--- src/rtl/mem_port_arbiter_if.sv ---
// Bundle of the fetch port, data port and memory-macro signals seen by
// mem_port_arbiter. The arbiter takes the slave view; the pipeline/memory
// side (or a bench) takes the master view.
interface mem_port_arbiter_if #(
  parameter int ADDR_W = 32,
  parameter int DATA_W = 32
);
  // instruction-fetch port
  logic              if_req;
  logic [ADDR_W-1:0] if_addr;
  logic [DATA_W-1:0] if_rdata;
  logic              if_ack;
  // data-memory port
  logic              d_req;
  logic              d_we;
  logic [ADDR_W-1:0] d_addr;
  logic [DATA_W-1:0] d_wdata;
  logic [DATA_W-1:0] d_rdata;
  logic              d_ack;
  // memory macro side
  logic              mem_en;
  logic              mem_we;
  logic [ADDR_W-1:0] mem_addr;
  logic [DATA_W-1:0] mem_wdata;
  logic [DATA_W-1:0] mem_rdata;
  logic              mem_ready;
  // status
  logic              mem_err;
  logic              pipe_stall;

  modport slave (
    input  if_req, if_addr, d_req, d_we, d_addr, d_wdata, mem_rdata, mem_ready,
    output if_rdata, if_ack, d_rdata, d_ack, mem_en, mem_we, mem_addr, mem_wdata,
           mem_err, pipe_stall
  );

  modport master (
    output if_req, if_addr, d_req, d_we, d_addr, d_wdata, mem_rdata, mem_ready,
    input  if_rdata, if_ack, d_rdata, d_ack, mem_en, mem_we, mem_addr, mem_wdata,
           mem_err, pipe_stall
  );
endinterface

--- src/rtl/mem_port_arbiter.sv ---
// Two-requester arbiter in front of a single-ported memory. Data accesses
// win by default; a streak counter lets fetch through after STARVE_LIMIT
// consecutive data grants taken while fetch was waiting. Each access is
// IDLE -> ACCESS -> RESP, with a timeout that completes the access with
// zero read data and raises a sticky error flag.
module mem_port_arbiter #(
  parameter int ADDR_W       = 32,
  parameter int DATA_W       = 32,
  parameter int STARVE_LIMIT = 4,
  parameter int TIMEOUT      = 16
) (
  input  logic              clock,
  input  logic              reset_n,
  mem_port_arbiter_if.slave bus
);

  localparam int SW = $clog2(STARVE_LIMIT + 1);
  localparam int TW = $clog2(TIMEOUT) + 1;
  localparam logic [SW-1:0] STREAK_MAX = SW'(STARVE_LIMIT);
  localparam logic [TW-1:0] TCNT_LAST  = TW'(TIMEOUT - 1);

  typedef enum logic [1:0] {IDLE, ACCESS, RESP} state_t;

  state_t            state_q,     state_nx;
  logic              owner_d_q,   owner_d_nx;   // 1: data port owns the access
  logic [SW-1:0]     streak_q,    streak_nx;
  logic [TW-1:0]     tcnt_q,      tcnt_nx;
  logic              mem_en_q,    mem_en_nx;
  logic              mem_we_q,    mem_we_nx;
  logic [ADDR_W-1:0] mem_addr_q,  mem_addr_nx;
  logic [DATA_W-1:0] mem_wdata_q, mem_wdata_nx;
  logic [DATA_W-1:0] if_rdata_q,  if_rdata_nx;
  logic [DATA_W-1:0] d_rdata_q,   d_rdata_nx;
  logic              if_ack_q,    if_ack_nx;
  logic              d_ack_q,     d_ack_nx;
  logic              mem_err_q,   mem_err_nx;
  logic              d_wins;

  // Next-state, arbitration and completion logic.
  always_comb begin
    state_nx     = state_q;
    owner_d_nx   = owner_d_q;
    streak_nx    = streak_q;
    tcnt_nx      = tcnt_q;
    mem_en_nx    = mem_en_q;
    mem_we_nx    = mem_we_q;
    mem_addr_nx  = mem_addr_q;
    mem_wdata_nx = mem_wdata_q;
    if_rdata_nx  = if_rdata_q;
    d_rdata_nx   = d_rdata_q;
    if_ack_nx    = 1'b0;
    d_ack_nx     = 1'b0;
    mem_err_nx   = mem_err_q;
    d_wins       = bus.d_req && !(bus.if_req && (streak_q == STREAK_MAX));

    case (state_q)
      IDLE: begin
        if (d_wins) begin
          owner_d_nx   = 1'b1;
          mem_addr_nx  = bus.d_addr;
          mem_we_nx    = bus.d_we;
          mem_wdata_nx = bus.d_wdata;
          if (!bus.if_req)                streak_nx = '0;
          else if (streak_q != STREAK_MAX) streak_nx = streak_q + 1'b1;
          mem_en_nx    = 1'b1;
          tcnt_nx      = '0;
          state_nx     = ACCESS;
        end else if (bus.if_req) begin
          // fetch keeps the last write data on the bus untouched
          owner_d_nx   = 1'b0;
          mem_addr_nx  = bus.if_addr;
          mem_we_nx    = 1'b0;
          streak_nx    = '0;
          mem_en_nx    = 1'b1;
          tcnt_nx      = '0;
          state_nx     = ACCESS;
        end
      end
      ACCESS: begin
        tcnt_nx = tcnt_q + 1'b1;
        // a ready on the last allowed cycle still counts as a clean completion
        if (bus.mem_ready || (tcnt_q == TCNT_LAST)) begin
          if (owner_d_q) begin
            d_ack_nx = 1'b1;
            if (!mem_we_q) d_rdata_nx = bus.mem_ready ? bus.mem_rdata : '0;
          end else begin
            if_ack_nx   = 1'b1;
            if_rdata_nx = bus.mem_ready ? bus.mem_rdata : '0;
          end
          if (!bus.mem_ready) mem_err_nx = 1'b1;
          mem_en_nx = 1'b0;
          mem_we_nx = 1'b0;
          state_nx  = RESP;
        end
      end
      RESP:    state_nx = IDLE;
      default: state_nx = IDLE;
    endcase
  end

  // State and output registers; reset abandons any access in flight.
  always_ff @(posedge clock or negedge reset_n) begin
    if (!reset_n) begin
      state_q     <= IDLE;
      owner_d_q   <= 1'b0;
      streak_q    <= '0;
      tcnt_q      <= '0;
      mem_en_q    <= 1'b0;
      mem_we_q    <= 1'b0;
      mem_addr_q  <= '0;
      mem_wdata_q <= '0;
      if_rdata_q  <= '0;
      d_rdata_q   <= '0;
      if_ack_q    <= 1'b0;
      d_ack_q     <= 1'b0;
      mem_err_q   <= 1'b0;
    end else begin
      state_q     <= state_nx;
      owner_d_q   <= owner_d_nx;
      streak_q    <= streak_nx;
      tcnt_q      <= tcnt_nx;
      mem_en_q    <= mem_en_nx;
      mem_we_q    <= mem_we_nx;
      mem_addr_q  <= mem_addr_nx;
      mem_wdata_q <= mem_wdata_nx;
      if_rdata_q  <= if_rdata_nx;
      d_rdata_q   <= d_rdata_nx;
      if_ack_q    <= if_ack_nx;
      d_ack_q     <= d_ack_nx;
      mem_err_q   <= mem_err_nx;
    end
  end

  assign bus.mem_en     = mem_en_q;
  assign bus.mem_we     = mem_we_q;
  assign bus.mem_addr   = mem_addr_q;
  assign bus.mem_wdata  = mem_wdata_q;
  assign bus.if_rdata   = if_rdata_q;
  assign bus.d_rdata    = d_rdata_q;
  assign bus.if_ack     = if_ack_q;
  assign bus.d_ack      = d_ack_q;
  assign bus.mem_err    = mem_err_q;
  assign bus.pipe_stall = (bus.if_req & ~if_ack_q) | (bus.d_req & ~d_ack_q);

endmodule
--- src/flat_wrapper.sv ---
// flat-port wrapper written by rule: the top's interface ports become plain ports
module mem_port_arbiter_flat 
#(
  parameter int ADDR_W       = 32,
  parameter int DATA_W       = 32,
  parameter int STARVE_LIMIT = 4,
  parameter int TIMEOUT      = 16
)
  (clock, reset_n, bus_if_req, bus_if_addr, bus_d_req, bus_d_we, bus_d_addr, bus_d_wdata, bus_mem_rdata, bus_mem_ready, bus_if_rdata, bus_if_ack, bus_d_rdata, bus_d_ack, bus_mem_en, bus_mem_we, bus_mem_addr, bus_mem_wdata, bus_mem_err, bus_pipe_stall);
  mem_port_arbiter_if #(.ADDR_W(ADDR_W), .DATA_W(DATA_W)) bus_i ();
  input  logic clock;
  input  logic reset_n;
  input wire logic [$bits(bus_i.if_req)-1:0] bus_if_req;
  input wire logic [$bits(bus_i.if_addr)-1:0] bus_if_addr;
  input wire logic [$bits(bus_i.d_req)-1:0] bus_d_req;
  input wire logic [$bits(bus_i.d_we)-1:0] bus_d_we;
  input wire logic [$bits(bus_i.d_addr)-1:0] bus_d_addr;
  input wire logic [$bits(bus_i.d_wdata)-1:0] bus_d_wdata;
  input wire logic [$bits(bus_i.mem_rdata)-1:0] bus_mem_rdata;
  input wire logic [$bits(bus_i.mem_ready)-1:0] bus_mem_ready;
  output wire logic [$bits(bus_i.if_rdata)-1:0] bus_if_rdata;
  output wire logic [$bits(bus_i.if_ack)-1:0] bus_if_ack;
  output wire logic [$bits(bus_i.d_rdata)-1:0] bus_d_rdata;
  output wire logic [$bits(bus_i.d_ack)-1:0] bus_d_ack;
  output wire logic [$bits(bus_i.mem_en)-1:0] bus_mem_en;
  output wire logic [$bits(bus_i.mem_we)-1:0] bus_mem_we;
  output wire logic [$bits(bus_i.mem_addr)-1:0] bus_mem_addr;
  output wire logic [$bits(bus_i.mem_wdata)-1:0] bus_mem_wdata;
  output wire logic [$bits(bus_i.mem_err)-1:0] bus_mem_err;
  output wire logic [$bits(bus_i.pipe_stall)-1:0] bus_pipe_stall;
  assign bus_i.if_req = bus_if_req;
  assign bus_i.if_addr = bus_if_addr;
  assign bus_i.d_req = bus_d_req;
  assign bus_i.d_we = bus_d_we;
  assign bus_i.d_addr = bus_d_addr;
  assign bus_i.d_wdata = bus_d_wdata;
  assign bus_i.mem_rdata = bus_mem_rdata;
  assign bus_i.mem_ready = bus_mem_ready;
  assign bus_if_rdata = bus_i.if_rdata;
  assign bus_if_ack = bus_i.if_ack;
  assign bus_d_rdata = bus_i.d_rdata;
  assign bus_d_ack = bus_i.d_ack;
  assign bus_mem_en = bus_i.mem_en;
  assign bus_mem_we = bus_i.mem_we;
  assign bus_mem_addr = bus_i.mem_addr;
  assign bus_mem_wdata = bus_i.mem_wdata;
  assign bus_mem_err = bus_i.mem_err;
  assign bus_pipe_stall = bus_i.pipe_stall;
  mem_port_arbiter #(.ADDR_W(ADDR_W), .DATA_W(DATA_W), .STARVE_LIMIT(STARVE_LIMIT), .TIMEOUT(TIMEOUT)) u_core (.clock(clock), .reset_n(reset_n), .bus(bus_i));
endmodule
--- config.mk ---
export PLATFORM = sky130hd
export DESIGN_NAME = mem_port_arbiter_flat
export DESIGN_NICKNAME = d
export VERILOG_FILES = /design/src/rtl/mem_port_arbiter_if.sv /design/src/rtl/mem_port_arbiter.sv /design/src/flat_wrapper.sv
export SDC_FILE = /design/constraint.sdc
export NUM_CORES = 1
export LEC_CHECK = 0
export BUFFER_PORTS_ARGS = -buffer_cell sky130_fd_sc_hd__buf_2
export CORE_MARGIN = 2
export CORE_UTILIZATION = 28
export DETAILED_ROUTE_END_ITERATION = 6
export PLACE_DENSITY = 0.64
export SYNTH_ARGS = -nofsm -noshare
export SYNTH_HDL_FRONTEND = slang
export SYNTH_SLANG_ARGS = --single-unit
--- constraint.sdc ---
create_clock -name clock -period 2.9 [get_ports clock]
set_clock_uncertainty 0.15 [all_clocks]
set_input_delay 0.29 -clock clock [delete_from_list [all_inputs] [get_ports clock]]
set_output_delay 0.29 -clock clock [all_outputs]
set_load 0.1 [all_outputs]
==> flow_metrics.env, run 1 <==
export IMPL_status="finished clean"
export IMPL_place_congestion=0.751
export IMPL_initial_utilization_pct=28.3
export IMPL_chipHeight_microns=155
export IMPL_fmax_mhz=381
export IMPL_grt_max_degree=69
export IMPL_async_reset_ff_share_pct=100
export IMPL_drtIter0Drc=213
export IMPL_synthCells=496
export IMPL_grt_util_all_layers_pct=15.5
export IMPL_post_route_util_pct=41.8
export IMPL_ios=268
export IMPL_hold_end="u_core.bus.mem_addr[6]$_DFFE_PN0P_"
export IMPL_rsz0062_at_grt="false"
export IMPL_setup_viol=0
export IMPL_worstReg2RegEnd="u_core.bus.if_rdata[2]$_DFFE_PN0P_"
export IMPL_yosysWarnings=0
export IMPL_viasPerCell=4.79
export IMPL_avgSynthCellArea_sq_um=12.8
export IMPL_cp_startpoint="u_core.tcnt_q[0]$_DFFE_PN0P_"
export IMPL_die_w_microns=155
export IMPL_synth_seq_area_share_pct=56.6
export IMPL_clk_latency_ns=0.41
export IMPL_cp_max_fo=20
export IMPL_dr_pass1_iters=4
export IMPL_insertedDiodeCount=0
export IMPL_synth_cell_type_count=34
export IMPL_post_route_period_util_pct=90.4
export IMPL_r2r_setup_slack_ns=0.28
export IMPL_synth_area_top_cells="dfrtp_1 57%, mux2_2 12%, mux2_4 7.1%, o211ai_1 3.8%, and2_1 3.3%"
export IMPL_port_buffer_count=267
export IMPL_grt_pass1_vias=5463
export IMPL_antenna_found_initial=0
export IMPL_vias=5401
export IMPL_worst_pin_slew_ns=0.732
export IMPL_finalSetupTns_ns=0
export IMPL_dp_hpwl_microns=11900
export IMPL_grt_pass1_wl_microns=29100
export IMPL_max_stage_delay_ns=0.62
export IMPL_crit_slowest_cell="nor3_4"
export IMPL_clock_root_buffer="clkbuf_16"
export IMPL_clkSlewWorstSetupHoldPaths_ns=0.06
export IMPL_cp_arrival_ns=2.77
export IMPL_areaGrowthSynthToFinish_pct=47.9
export IMPL_drive_gt1_share_pct=49.5
export IMPL_min_path_type="primary input to flop"
export IMPL_overflow=0
export IMPL_cpMostUsedCell="ha_1"
export IMPL_coreArea_sq_um=22500
export IMPL_synth_edf_count=0
export IMPL_drt_wl_total_microns=18500
export IMPL_endpoint_kind="flop"
export IMPL_reg2reg_from="u_core.tcnt_q[0]$_DFFE_PN0P_"
export IMPL_crit_chain="ha_1 > and3_1 > ha_1 > nor2_2 > nor3_4 > buf_4 > mux2_2"
export IMPL_cts_buffers_inserted=17
export IMPL_startpoint_type="flop"
export IMPL_netlist_area_leader_share_pct=56.6
export IMPL_max_slew_margin_rel_pct=51.0
export IMPL_critPathRequiredTime_ns=3.05
export IMPL_finalHoldViolCount=0
export IMPL_slew_viol_final=0
export IMPL_synthesis_area_sq_um=6370
export IMPL_post_cts_setup_buffers=0
export IMPL_hp_start="bus_if_addr[6]"
export IMPL_critPathKind="flop to flop"
export IMPL_period_needed_ns=2.62
export IMPL_drc_errors=0
export IMPL_ant_nets=0
export IMPL_synth_seq_cells=144
export IMPL_synth_flop_cell="dfrtp_1"
export IMPL_clockBufferDepth=2
export IMPL_htree_levels=4
export IMPL_r2r_cells=7
export IMPL_clock_sinks=144
export IMPL_nNetsFinal=970
export IMPL_routedWlPerCell_microns=16.4
export IMPL_synth_area_leader_cell="dfrtp_1"
export IMPL_dieArea_sq_um=24000
export IMPL_syn_num_nets=634
export IMPL_cap_violations=0
export IMPL_row_count=55
export IMPL_tritoncts="done"
export IMPL_whs_path_depth=3
-- registers in the layout, indices dropped and copies added (netlist names), 2 cells and up --
| signal | flops |
|---|---|
| u_core.bus.d_rdata | 32 |
| u_core.tcnt_q | 5 |
| u_core.bus.mem_wdata | 32 |
| u_core.bus.if_rdata | 32 |
| u_core.bus.mem_addr | 32 |
| u_core.state_q | 2 |
| u_core.streak_q | 3 |
-- Yosys cell counts (2+ instances only) --
| cell | n |
|---|---|
| dfrtp_1 | 144 |
| mux2_2 | 68 |
| o21ai_0 | 36 |
| and2_1 | 34 |
| nand3_1 | 34 |
| nand4_1 | 33 |
| o211ai_1 | 32 |
| mux2_4 | 30 |
| clkbuf_1 | 27 |
| buf_2 | 7 |
| buf_6 | 7 |
| inv_1 | 6 |
| nor2_1 | 5 |
| ha_1 | 4 |
| nand2_1 | 4 |
| a22o_1 | 3 |
| and3_1 | 2 |
| buf_1 | 2 |
| o2bb2ai_1 | 2 |
| or2_2 | 2 |
-- final cells by class --
type | count | area, sq um
inverters | 6 | 22.5
flip-flops and latches | 144 | 3600
multi-input cells | 303 | 2530
clock buffers | 18 | 439
repair buffers | 360 | 2280
clock inverters | 12 | 185
well taps | 285 | 357
fillers | 2110 | 13100
-- layer usage --
metal	up-vias	track usage, %	share of wire [%]
met2	247	25.8	48
met5	-	0	0
met1	2646	19.4	43
li1	2485	-	-
met3	23	4.12	6.9
met4	0	5.47	2.0
-- logic make-up after synthesis --
logic type	share of synthesized area (%)
buffers and inverters	3.85
adders and majority gates	0.786
and+or+nand+nor	11.3
AOI/OAI and AO/OA	8.04
xor gates and xnor gates	0.138
muxes	19.3
DFF	56.6
-- through the flow --
step / setup slack (ns) / std cells / instance area, sq um / hold slack [ns]
6_report: 0.279 / 1128 / 9410 / 0.0111
3_5_place_dp: 0.216 / 1018 / 7990 / 0.196
5_1_grt: 0.0563 / 1128 / 9410 / 0.00925
4_1_cts: 0.216 / 1128 / 9410 / 0.000614
2_1_floorplan: 0.0924 / 496 / 6370 / -0.156
3_3_place_gp: 0.317 / 1018 / 7990 / 0.196
-- placed cells by master (no fill, tap or decap), types with 3 or more instances in the layout --
master | netlist | final
a22o_1 | 3 | 3
and2_1 | 34 | 34
buf_12 | 0 | 3
buf_2 | 7 | 266
buf_4 | 0 | 10
bufinv_16 | 0 | 4
clkbuf_16 | 0 | 17
clkinv_4 | 0 | 4
dfrtp_1 | 144 | 144
dlygate4sd3_1 | 0 | 80
ha_1 | 4 | 4
inv_1 | 6 | 6
mux2_2 | 68 | 68
mux2_4 | 30 | 30
nand2_1 | 4 | 4
nand3_1 | 34 | 34
nand4_1 | 33 | 33
nor2_1 | 5 | 3
o211ai_1 | 32 | 32
o21ai_0 | 36 | 36
-- timing repair --
action	in CTS	in global routing
resized for setup	0	0
hold endpoints to repair	129	0
hold buffers	80	0
-- worst max-delay path, delay by kind of cell, from the launching register on --
family                     cells  cell delay, ns
and+or+nand+nor                3            0.87
buffers and inverters          1            0.40
DFF                            1            0.38
muxes                          1            0.37
adders and majority gates      2            0.33
-- how the worst max path moves through the flow --
| stage | to | slack (ns) | cells after the start |
|---|---|---|---|
| 2_1_floorplan | bus_pipe_stall | 0.09 | 1 |
| 3_3_place_gp | u_core.bus.if_rdata[2]$_DFFE_PN0P_ | 0.32 | 7 |
| 3_5_place_dp | u_core.bus.if_rdata[7]$_DFFE_PN0P_ | 0.22 | 7 |
| 4_1_cts | u_core.bus.if_rdata[1]$_DFFE_PN0P_ | 0.22 | 7 |
| 5_1_grt | u_core.bus.if_rdata[9]$_DFFE_PN0P_ | 0.06 | 7 |
| 6_report | u_core.bus.if_rdata[2]$_DFFE_PN0P_ | 0.28 | 7 |
Power of run 1 is not shown: default switching activity piles up to over one toggle a cycle in this logic, so the estimate is an artifact.
==> run 2, diff against run 1 <==
--- a/config.mk
+++ b/config.mk
@@ -9,6 +9,8 @@
 export CORE_MARGIN = 2
 export CORE_UTILIZATION = 28
 export DETAILED_ROUTE_END_ITERATION = 6
+export GPL_TIMING_DRIVEN = 1
+export MAX_ROUTING_LAYER = met4
 export PLACE_DENSITY = 0.64
 export SYNTH_ARGS = -nofsm -noshare
 export SYNTH_HDL_FRONTEND = slang
==> run 2 against run 1 <==
Worst hold slack gained 0.0017 ns; critical path depth is the same; final cell count is the same; flip-flop and latch count is the same; largest cell class unchanged; highest routed layer unchanged.
==> flow_metrics.env, run 2 (same netlist as run 1, synthesis figures left out) <==
export IMPL_status="finished clean"
export IMPL_timing_hold_ws_ns=0.0128
export IMPL_critPathRequiredTime_ns=3.05
export IMPL_clockBufferDepth=2
export IMPL_min_path_type="primary input to flop"
export IMPL_finalHoldViolCount=0
export IMPL_drc_errors=0
export IMPL_overflow=0
export IMPL_port_buffer_count=267
export IMPL_final_cell_mix="266 x buf_2, 144 x dfrtp_1, 80 x dlygate4sd3_1"
export IMPL_clock_sinks=144
export IMPL_clock_root_buffer="clkbuf_16"
export IMPL_areaGrowthSynthToFinish_pct=47.9
export IMPL_critPathKind="flop to flop"
export IMPL_fmax_mhz=382
export IMPL_post_route_period_util_pct=90.3
export IMPL_endpoint_kind="flop"
export IMPL_slew_viol_final=0
export IMPL_crit_chain="ha_1 > and3_1 > ha_1 > nor2_2 > nor3_4 > buf_4 > mux2_2"
export IMPL_max_slew_margin_rel_pct=51.1
export IMPL_die_w_microns=155
export IMPL_cts_hold_buf=80
export IMPL_dp_hpwl_microns=11900
export IMPL_ios=268
export IMPL_final_common_cell="buf_2"
export IMPL_ant_nets=0
export IMPL_place_congestion=0.761
export IMPL_cp_arrival_ns=2.76
export IMPL_dr_pass1_iters=4
export IMPL_grt_util_all_layers_pct=15.9
export IMPL_crit_slowest_cell="nor3_4"
export IMPL_finalSetupTns_ns=0
export IMPL_htree_levels=4
export IMPL_cts_resized_gates=0
export IMPL_cap_violations=0
export IMPL_clk_latency_ns=0.41
export IMPL_routedWlPerCell_microns=16.3
export IMPL_grt_pass1_wl_microns=29100
export IMPL_grt_pass1_vias=5456
export IMPL_initial_utilization_pct=28.3
export IMPL_nNetsFinal=970
export IMPL_drtIter0Drc=205
export IMPL_clkSlewWorstSetupHoldPaths_ns=0.06
export IMPL_cpMostUsedCell="ha_1"
export IMPL_cp_num_buf_inv=1
export IMPL_cts_buffers_inserted=17
export IMPL_viasPerCell=4.78
export IMPL_row_count=55
export IMPL_setup_viol=0
export IMPL_tritoncts="done"
export IMPL_chipHeight_microns=155
export IMPL_coreArea_sq_um=22500
export IMPL_grt_max_degree=69
export IMPL_critPathTopFamily="simple AND/OR/NAND/NOR gates"
export IMPL_vias=5394
export IMPL_drt_wl_total_microns=18400
export IMPL_cp_max_fo=20
export IMPL_drive_gt1_share_pct=49.5
export IMPL_max_stage_delay_ns=0.62
export IMPL_worst_pin_slew_ns=0.732
export IMPL_rsz0062_at_grt="false"
export IMPL_antenna_found_initial=0
export IMPL_post_cts_setup_buffers=0
export IMPL_period_needed_ns=2.62
export IMPL_dieArea_sq_um=24000
export IMPL_startpoint_type="flop"
export IMPL_insertedDiodeCount=0
## run 2: routing by layer
layer	vias up	global-route usage [%]	routed length, microns
met4	0	5.47	359
met1	2638	19.9	8030
met3	22	3.36	1210
li1	2482	-	-
met5	-	-	0
met2	252	25.8	8830
## run 2: layout make-up
class	count	area, sq um
sequential	144	3600
tap	285	357
clock inverter	12	185
inverter	6	22.5
timing repair buffer	360	2280
clock buffer	18	439
fill	2110	13100
multi-input combinational	303	2530
## run 2: final timing paths
path                                                      from                              endpoint  slack (ns)  cells past startpoint
max                               u_core.tcnt_q[0]$_DFFE_PN0P_    u_core.bus.if_rdata[2]$_DFFE_PN0P_        0.28                      7
min                                             bus_if_addr[6]    u_core.bus.mem_addr[6]$_DFFE_PN0P_        0.01                      3
max reg2reg                       u_core.tcnt_q[0]$_DFFE_PN0P_    u_core.bus.if_rdata[2]$_DFFE_PN0P_        0.28                      7
min reg2reg                u_core.bus.if_rdata[31]$_DFFE_PN0P_   u_core.bus.if_rdata[31]$_DFFE_PN0P_        0.33                      1
max in group asynchronous                              reset_n  u_core.bus.mem_wdata[31]$_DFFE_PN0P_        1.51                      3
min in group asynchronous                              reset_n    u_core.bus.d_rdata[19]$_DFFE_PN0P_        0.31                      2
## run 2: metrics by stage
stage                     instance area [sq um]  util (%)  cells  setup WS, ns
after floorplan                            6370         -    496        0.0924
after global placement                     7990      35.5   1018         0.317
after detailed placement                   7990      35.5   1018         0.216
final                                      9410      41.8   1128         0.282
after CTS                                  9410      41.8   1128         0.216
after global routing                       9410      41.8   1128        0.0564
## run 2: worst register-to-register path, cell delays in order, from the launching register on
cell and delay (ns):
dfrtp_1 0.38, ha_1 0.18, and3_1 0.16, ha_1 0.15
nor2_2 0.09, nor3_4 0.62, buf_4 0.40, mux2_2 0.38
Power of run 2 is left out for the same reason.
